$ cat src/rtl/cla_nibble_sequencer.sv
// Nibble-serial adder controller: drives one external 4-bit CLA slice per clock,
// LSB nibble first, chaining the carry through an internal register.
//
// state | meaning
// IDLE  | waiting for start; CLA slice inputs held at 0
// RUN   | one nibble per cycle, nib_idx selects the slice
// DONE  | single-cycle result pulse; may accept a new start
module cla_nibble_sequencer #(
    parameter int WIDTH = 16,
    parameter int NIB   = WIDTH / 4
) (
    input  logic             clk,
    input  logic             rst_n,
    input  logic             start,
    input  logic [WIDTH-1:0] A,
    input  logic [WIDTH-1:0] B,
    input  logic             Cin,
    output logic             busy,
    output logic             done,
    output logic [WIDTH-1:0] S,
    output logic             Cout,
    output logic             V,
    output logic [3:0]       cla_A,
    output logic [3:0]       cla_B,
    output logic             cla_Cin,
    input  logic [3:0]       cla_S,
    input  logic             cla_Cout
);

    localparam int IW = (NIB > 1) ? $clog2(NIB) : 1;

    typedef enum logic [1:0] {
        IDLE = 2'd0,
        RUN  = 2'd1,
        DONE = 2'd2
    } state_t;

    state_t           state, next_state;
    logic [IW-1:0]    nib_idx;
    logic [WIDTH-1:0] a_reg, b_reg, s_reg;
    logic             carry_reg, cout_reg, v_reg;
    logic             accept, last_nib;

    assign accept   = start && ((state == IDLE) || (state == DONE));
    assign last_nib = (nib_idx == IW'(NIB - 1));

    always_ff @(posedge clk or negedge rst_n) begin
        if (!rst_n) begin
            state <= IDLE;
        end else begin
            state <= next_state;
        end
    end

    always_comb begin
        next_state = state;
        busy       = 1'b0;
        done       = 1'b0;
        cla_A      = 4'd0;
        cla_B      = 4'd0;
        cla_Cin    = 1'b0;
        case (state)
            IDLE: begin
                if (start) next_state = RUN;
            end
            RUN: begin
                busy    = 1'b1;
                cla_Cin = carry_reg;
                for (int i = 0; i < NIB; i++) begin
                    if (nib_idx == IW'(i)) begin
                        cla_A = a_reg[i*4 +: 4];
                        cla_B = b_reg[i*4 +: 4];
                    end
                end
                if (last_nib) next_state = DONE;
            end
            DONE: begin
                done       = 1'b1;
                next_state = start ? RUN : IDLE;
            end
            default: next_state = IDLE;
        endcase
    end

    // Operand capture, per-nibble sum write-back and carry chaining.
    always_ff @(posedge clk or negedge rst_n) begin
        if (!rst_n) begin
            nib_idx   <= '0;
            a_reg     <= '0;
            b_reg     <= '0;
            carry_reg <= 1'b0;
            s_reg     <= '0;
            cout_reg  <= 1'b0;
            v_reg     <= 1'b0;
        end else if (accept) begin
            nib_idx   <= '0;
            a_reg     <= A;
            b_reg     <= B;
            carry_reg <= Cin;
            s_reg     <= '0;
            cout_reg  <= 1'b0;
            v_reg     <= 1'b0;
        end else if (state == RUN) begin
            for (int i = 0; i < NIB; i++) begin
                if (nib_idx == IW'(i)) s_reg[i*4 +: 4] <= cla_S;
            end
            carry_reg <= cla_Cout;
            if (last_nib) begin
                nib_idx  <= '0;
                cout_reg <= cla_Cout;
                v_reg    <= (a_reg[WIDTH-1] == b_reg[WIDTH-1]) &&
                            (cla_S[3] != a_reg[WIDTH-1]);
            end else begin
                nib_idx <= nib_idx + IW'(1);
            end
        end
    end

    assign S    = s_reg;
    assign Cout = cout_reg;
    assign V    = v_reg;

endmodule

$ cat config.mk
export PLATFORM = sky130hd
export DESIGN_NAME = cla_nibble_sequencer
export DESIGN_NICKNAME = d
export VERILOG_FILES = /design/src/rtl/cla_nibble_sequencer.sv
export SDC_FILE = /design/constraint.sdc
export NUM_CORES = 1
export LEC_CHECK = 0
export BUFFER_PORTS_ARGS = -buffer_cell sky130_fd_sc_hd__buf_4
export CORE_MARGIN = 8
export CORE_UTILIZATION = 35
export DETAILED_ROUTE_END_ITERATION = 10
export PLACE_DENSITY = 0.66
export SYNTH_ARGS = -nofsm -noshare
export SYNTH_HDL_FRONTEND = slang
export SYNTH_SLANG_ARGS = --single-unit
$ cat constraint.sdc
create_clock -name clk -period 2.2 [get_ports clk]
set_input_delay 0.33 -clock clk [delete_from_list [all_inputs] [get_ports clk]]
set_output_delay 0.33 -clock clk [all_outputs]
set_load 0.05 [all_outputs]
==> results of run 1 <==
## report_power, final
group          leakage (nW)  switching, mW  internal (mW)
registers             0.678          0.335           1.49
logic                 0.989           2.34           1.78
clock network        0.0443          0.378          0.229
## how the worst max path moves through the flow
stage,slack [ps],to
5_1_grt,-100,cla_B[1]
2_1_floorplan,10,cla_A[0]
6_report,-30,cla_B[1]
3_5_place_dp,190,cla_A[3]
4_1_cts,-9,cla_A[1]
3_3_place_gp,300,cla_A[3]
## logic make-up after synthesis
group | after synthesis | synth area share, %
AOI/OAI and AO/OA | 42 | 10.8
xor gates and xnor gates | 1 | 0.324
adders and majority gates | 4 | 1.85
buffers and inverters | 20 | 6.48
DFF | 55 | 50.9
muxes | 37 | 19.1
and+or+nand+nor | 54 | 10.5
## through the flow
step,power [mW],cells,hold WS (ps)
6_report,6.54,398,36.7
5_1_grt,6.90,398,98.4
4_1_cts,6.13,390,78.7
3_5_place_dp,5.34,379,434
3_3_place_gp,5.30,379,430
2_1_floorplan,4.46,213,34.4
## cell type report
class / count / area share (%)
timing repair buffer: 90 / 20.1
clock inverter: 3 / 0.680
multi-input combinational: 138 / 35.8
clock buffer: 5 / 1.87
tap: 102 / 3.47
sequential: 55 / 37.4
inverter: 5 / 0.646
## routing by layer
| metal | wire length, um | vias to the layer above | global-route usage (%) |
|---|---|---|---|
| li1 | - | 933 | - |
| met5 | 0 | - | 0 |
| met1 | 3250 | 956 | 17.0 |
| met4 | 102 | 0 | 4.03 |
| met2 | 3380 | 52 | 19.8 |
| met3 | 308 | 8 | 3.35 |
## Yosys cell counts
library cell,number
buf_4,1
nor2b_1,3
a221oi_1,7
mux2i_1,4
mux2_4,28
nor3b_1,1
and2_1,1
buf_6,3
inv_4,1
nand2b_1,1
xnor2_1,1
ha_1,4
mux2_2,4
nor3_1,2
a21oi_1,13
nor2b_4,1
a221oi_2,2
clkbuf_1,2
o21ai_0,6
a22o_1,1
buf_2,5
o32ai_1,2
mux2_1,1
buf_12,4
nand3_1,18
and2b_1,1
a221o_1,1
nand3b_1,4
inv_1,4
nor2_1,6
nand2_1,15
o21bai_1,1
nand2b_4,1
o31ai_1,7
dfrtp_1,55
o21ai_1,2
## cells in the final DEF, fill, tap and decap left out, types with 2 or more instances in the layout
cell type  Yosys  final
inv_2          0      3
o21ai_1        2      3
o31ai_2        0      3
nor3_1         2      2
nand3b_1       4      4
o32ai_4        0      2
ha_2           0      2
mux2i_1        4      4
nand2_1       15     15
buf_12         4      2
buf_4          1     77
a21oi_1       13     13
clkinv_4       0      2
o21ai_0        6      5
buf_6          3      9
mux2_2         4      4
clkbuf_8       0      5
a221oi_2       2      7
o31ai_4        0      3
dfrtp_1       55     55
nor2b_1        3      2
nor2_1         6      6
mux2_4        28     28
nor2b_4        1      2
nand3_1       18     18
## what timing repair did
item	CTS	global route
cloned	0	1
endpoints found under the setup margin	8	8
pin swaps	2	2
hold endpoints to repair	0	0
resized for setup	14	23
setup buffers	3	7
==> results by group, run 1 <==
Critical path
  – Crit path DAT: roughly 1900 ps
  – Crit path largest cell delay: roughly 420 ps
  – WP buf/inv: 3
  – CP Cell Sequence: inv_2 -> ha_2 -> buf_12 -> nor2b_1 -> a221oi_2 -> o31ai_4 -> buf_6
  – Reg-to-reg startpoint: nib_idx[0]
  – Critical Path RT: around 1900 ps
  – Worst Setup SP: nib_idx[1]
  – CP top delay family: buffers and inverters
  – Critical Path End Type: output port
  – Critical Path Fanout Max: 10
  – Setup CP Type: reg -> out
  – Crit-path slowest cell: dfrtp_1
  – Reg2Reg Depth: 8
  – R2R Setup Slk: 290 ps
  – Worst setup SP type: register
  – Cell depth of the worst setup path: 7
  – Worst r2r dst: Cout

Clock tree
  – Clk_lat worst skew: roughly 320 ps
  – CTS tree: done
  – # H-tree levels: 2
  – Max Buffers Root-to-Sink: 2
  – CTS root buffer: clkbuf_8
  – Clock transition at path regs: ~120 ps
  – Post-CTS Hold Buffers: 0
  – CTS buffer count: 5
  – Number of clock sinks: 55

Timing
  – Fin worst setup slack: -28.5 ps
  – Fin Clk Skew: approximately 10 ps
  – Final period util: 101%
  – RSZ-0062 raised after global routing: true
  – Tmin final: ~2200 ps
  – Worst Tran Pin Value: just under 700 ps
  – Relative slew slack: 53.6%
  – Finish-stage setup viols: 4
  – Slew Viols, Final: 0
  – Final setup TNS: -52.2 ps
  – Endpoints failing hold: 0
  – Highest Clock Rate: 449 MHz

Cells and area
  – Area delta synth->final: 36.2%
  – Final core utilization: just under 50%
  – Area of the multi-input gates: about 1300 um2
  – Register area: 1380 um2
  – Final instance area: around 3700 um2
  – Fill cells: ~700
  – Number of diodes: 0
  – Nets: 340
  – Share of cells above drive strength 1: 52.7%

Placed design
  – Port Buffer Count: 69
  – Dpl cell area: 3330 um2
  – GPL Wtd Cong: 0.745
  – Detailed placer's ending HPWL: between 4 and 5 mm
  – Dpl ws: approximately 190 ps

Die
  – DIE WIDTH: between 100 and 150 um
  – Initial Util: 35.5%
  – Num ports: 70
  – Row cnt: 32
  – Total die area: ~11,000 um2
  – Area of the core: around 7600 um2
  – Die height: 104 um

Global route
  – Global-route wire length before repair: ~11 mm
  – Initial antenna violation count: 0
  – Total GRT Usage: between 10% and 20%
  – Largest net degree at the start of global routing: 56
  – Vias in the first global route: ~2,100
  – GRT overflow: 0

Outcome
  – Status: complete, but fails checks
  – Violated checks: negative setup slack

Logic synthesis
  – Synth area leaders: dfrtp_1 51%, mux2_4 16%, nand3_1 3.3%
  – Synthesized Nets: between 200 and 300
  – Synthesized area: about 2700 um2
  – Seq/Total Area, Yosys: a little over 50%
  – Area share of the largest cell type after synthesis: between 50% and 60%
  – Largest area contributor in the netlist: dfrtp_1
  – Count of cell types in the netlist: 36
  – Synthesis warning total: 0
  – Synth Area per Inst: roughly 13 um2
  – Register bit count reported by yosys: 55
  – Mapped Cells: roughly 210

Routing
  – Starting DRT DRC Count: 87
  – WL per Instance: 17.7 um
  – Vias per cell: 4.90
  – DR DRC count: 0
  – Via count: approximately 1,900
  – Pre-antenna DRT Iters: 4
  – Antenna Nets Post-Route: 0
  – WL final: 7.04 mm

Min path
  – Hold Path Class: in -> async

Run
  – Max Cap Viol: 0

Power and ir drop
  – Pwr dens: ~1800 nW/um2
  – VDD IR-drop max: ~840 uV
  – Lkg Pwr: around 1.7 nW
Power figures use the tool's default switching activity.
==> run 2: changes to the inputs <==
--- a/config.mk
+++ b/config.mk
@@ -6,10 +6,9 @@
 export NUM_CORES = 1
 export LEC_CHECK = 0
 export BUFFER_PORTS_ARGS = -buffer_cell sky130_fd_sc_hd__buf_4
-export CORE_MARGIN = 8
-export CORE_UTILIZATION = 35
+export CORE_UTILIZATION = 53
 export DETAILED_ROUTE_END_ITERATION = 10
-export PLACE_DENSITY = 0.66
+export PLACE_DENSITY = 0.89
 export SYNTH_ARGS = -nofsm -noshare
 export SYNTH_HDL_FRONTEND = slang
 export SYNTH_SLANG_ARGS = --single-unit
==> results by group, run 2 (synthesis gave the netlist of run 1 again) <==
Outcome
  – Status: complete, but fails checks
  – Violated checks: negative setup slack

Power and ir drop
  – Pwr dens: between 1500 and 2000 nW/um2
  – VDD IR-drop max: roughly 800 uV
  – Switching part of the total: ~46%
  – P_int: between 3 and 4 mW
  – Switching power: 2.90 mW
  – Lkg Pwr: ~1.7 nW
  – Clock network fraction of design power: 8.9%
  – Total power: 6.25 mW
  – Seq pwr share: 29.4%
  – Combinational Power Share: about three fifths

Clock tree
  – CTS root buffer: clkbuf_8
  – Clk_lat worst skew: 310 ps
  – # H-tree levels: 2
  – Max Buffers Root-to-Sink: 2
  – Clock transition at path regs: 100 ps
  – Number of clock sinks: 55
  – CTS tree: done
  – CTS buffer count: 5

Cells and area
  – Nets: between 300 and 400
  – Final core utilization: between 70% and 80%
  – Share of cells above drive strength 1: between 50% and 60%
  – Most frequent cells in the layout: 75 x buf_4, 54 x dfrtp_1, 28 x mux2_4
  – Number of diodes: 0
  – Final Non-Filler Cells: about 360
  – Final instance area: 3510 um2
  – Area delta synth->final: 30.0%
  – Commonest non-fill, non-tap cell in the layout: buf_4
  – Fill cells: about 320

Timing
  – Relative slew slack: 55.8%
  – Fin worst setup slack: -43.0 ps
  – Worst Tran Pin Value: between 600 and 700 ps
  – Fin Clk Skew: between 10 and 15 ps
  – Finish-stage setup viols: 2
  – Tmin final: around 2200 ps
  – Highest Clock Rate: roughly 450 MHz
  – Final period util: 102%
  – Slew Viols, Final: 0
  – RSZ-0062 raised after global routing: true
  – Min Hold Slack: between 50 and 60 ps
  – Endpoints failing hold: 0

Placed design
  – Detailed placer's ending HPWL: a little over 4 mm
  – Placed cells: 344
  – Dpl cell area: ~3300 um2
  – GPL Wtd Cong: roughly 0.8
  – Port Buffer Count: 69

Global route
  – GRT overflow: 0
  – Initial antenna violation count: 0
  – Global-route wire length before repair: 10.2 mm
  – Total GRT Usage: between 20% and 30%
  – Vias in the first global route: 1,982
  – Largest net degree at the start of global routing: 56

Routing
  – Starting DRT DRC Count: approximately 150
  – Antenna Nets Post-Route: 0
  – WL per Instance: about 18 um
  – Via count: about 2,000
  – Pre-antenna DRT Iters: 4
  – Vias per cell: 5.61
  – DR DRC count: 0
  – WL final: 6.31 mm

Die
  – Row cnt: 25
  – Num ports: 70
  – DIE WIDTH: between 70 and 80 um
  – Total die area: 5390 um2
  – Initial Util: 56.1%
  – Area of the core: 4820 um2
  – Die height: between 70 and 80 um

Critical path
  – Crit path DAT: 1910 ps
  – Critical Path Fanout Max: 7
  – Worst setup SP type: register
  – Critical Path RT: approximately 1900 ps
  – Setup CP Type: reg -> out
  – Critical Path End Type: output port

Run
  – Max Cap Viol: 0

Min path
  – Hold Path Class: in -> async
## run 2: changes by cell type in the layout (fill, tap and decap cells not counted), sizes merged
cell	before	now
buf	90	85
clkbuf	5	7
clkinv	2	0
clkinvlp	1	0
inv	5	6
## run 2: cell type report
cell class	instances	area, um2	share of cell area (%)
Timing Repair Buffer	85	679	19.3
Sequential cell	55	1380	39.2
Clock inverter	1	8.76	0.249
Clock buffer	7	76.3	2.17
Multi-Input combinational cell	138	1260	35.8
Inverter	5	28.8	0.819
Tap cell	67	83.8	2.39
## run 2: final timing paths
| check | start | to | slack [ps] | cells past startpoint |
|---|---|---|---|---|
| min in group clk | A[9] | a_reg[9] | 240 | 2 |
| max | nib_idx[1] | cla_A[3] | -40 | 7 |
| min | rst_n | b_reg[8] | 50 | 1 |
| max in group asynchronous | rst_n | nib_idx[0] | 1680 | 1 |
| max reg2reg | nib_idx[0] | Cout | 460 | 6 |
| min reg2reg | b_reg[0] | b_reg[0] | 530 | 1 |
## run 2: per-layer routing
layer | vias up | GRT usage [%] | routed length, um
li1 | 925 | - | -
met1 | 989 | 33.8 | 2550
met2 | 78 | 42.0 | 3200
met3 | 16 | 5.62 | 362
met4 | 0 | 9.62 | 191
met5 | - | 0 | 0
## run 2: metrics by stage
stage                     setup TNS (ps)  setup slack, ps
final                              -43.6            -43.0
after global routing                -350             -103
after CTS                          -5.70            -5.70
after detailed placement               0              184
after global placement                 0              311
after floorplan                        0             13.1
## run 2: timing repair
| item | CTS | global route |
|---|---|---|
| gates resized for setup | 16 | 14 |
| hold buffers | 0 | 0 |
| pin swaps | 4 | 7 |
| setup buffers | 4 | 2 |
| setup endpoints to repair | 8 | 8 |
| hold endpoints to repair | 0 | 0 |
## run 2: power by group through the flow
stage / Sequential, mW / Clock, mW / Combinational (mW)
floorplan: 2.17 / 0 / 2.28
global placement: 1.80 / 0 / 3.37
detailed placement: 1.82 / 0 / 3.46
CTS: 1.81 / 0.565 / 3.68
global route: 1.89 / 0.607 / 4.07
finish: 1.84 / 0.556 / 3.85
## run 2: worst max-delay path, cell delays in order, from the launching register on
cell and delay (ps):
dfrtp_1 430, inv_2 140, ha_4 150, nor2b_4 130, buf_6 150, a221oi_2 80
o32ai_2 310, buf_6 210
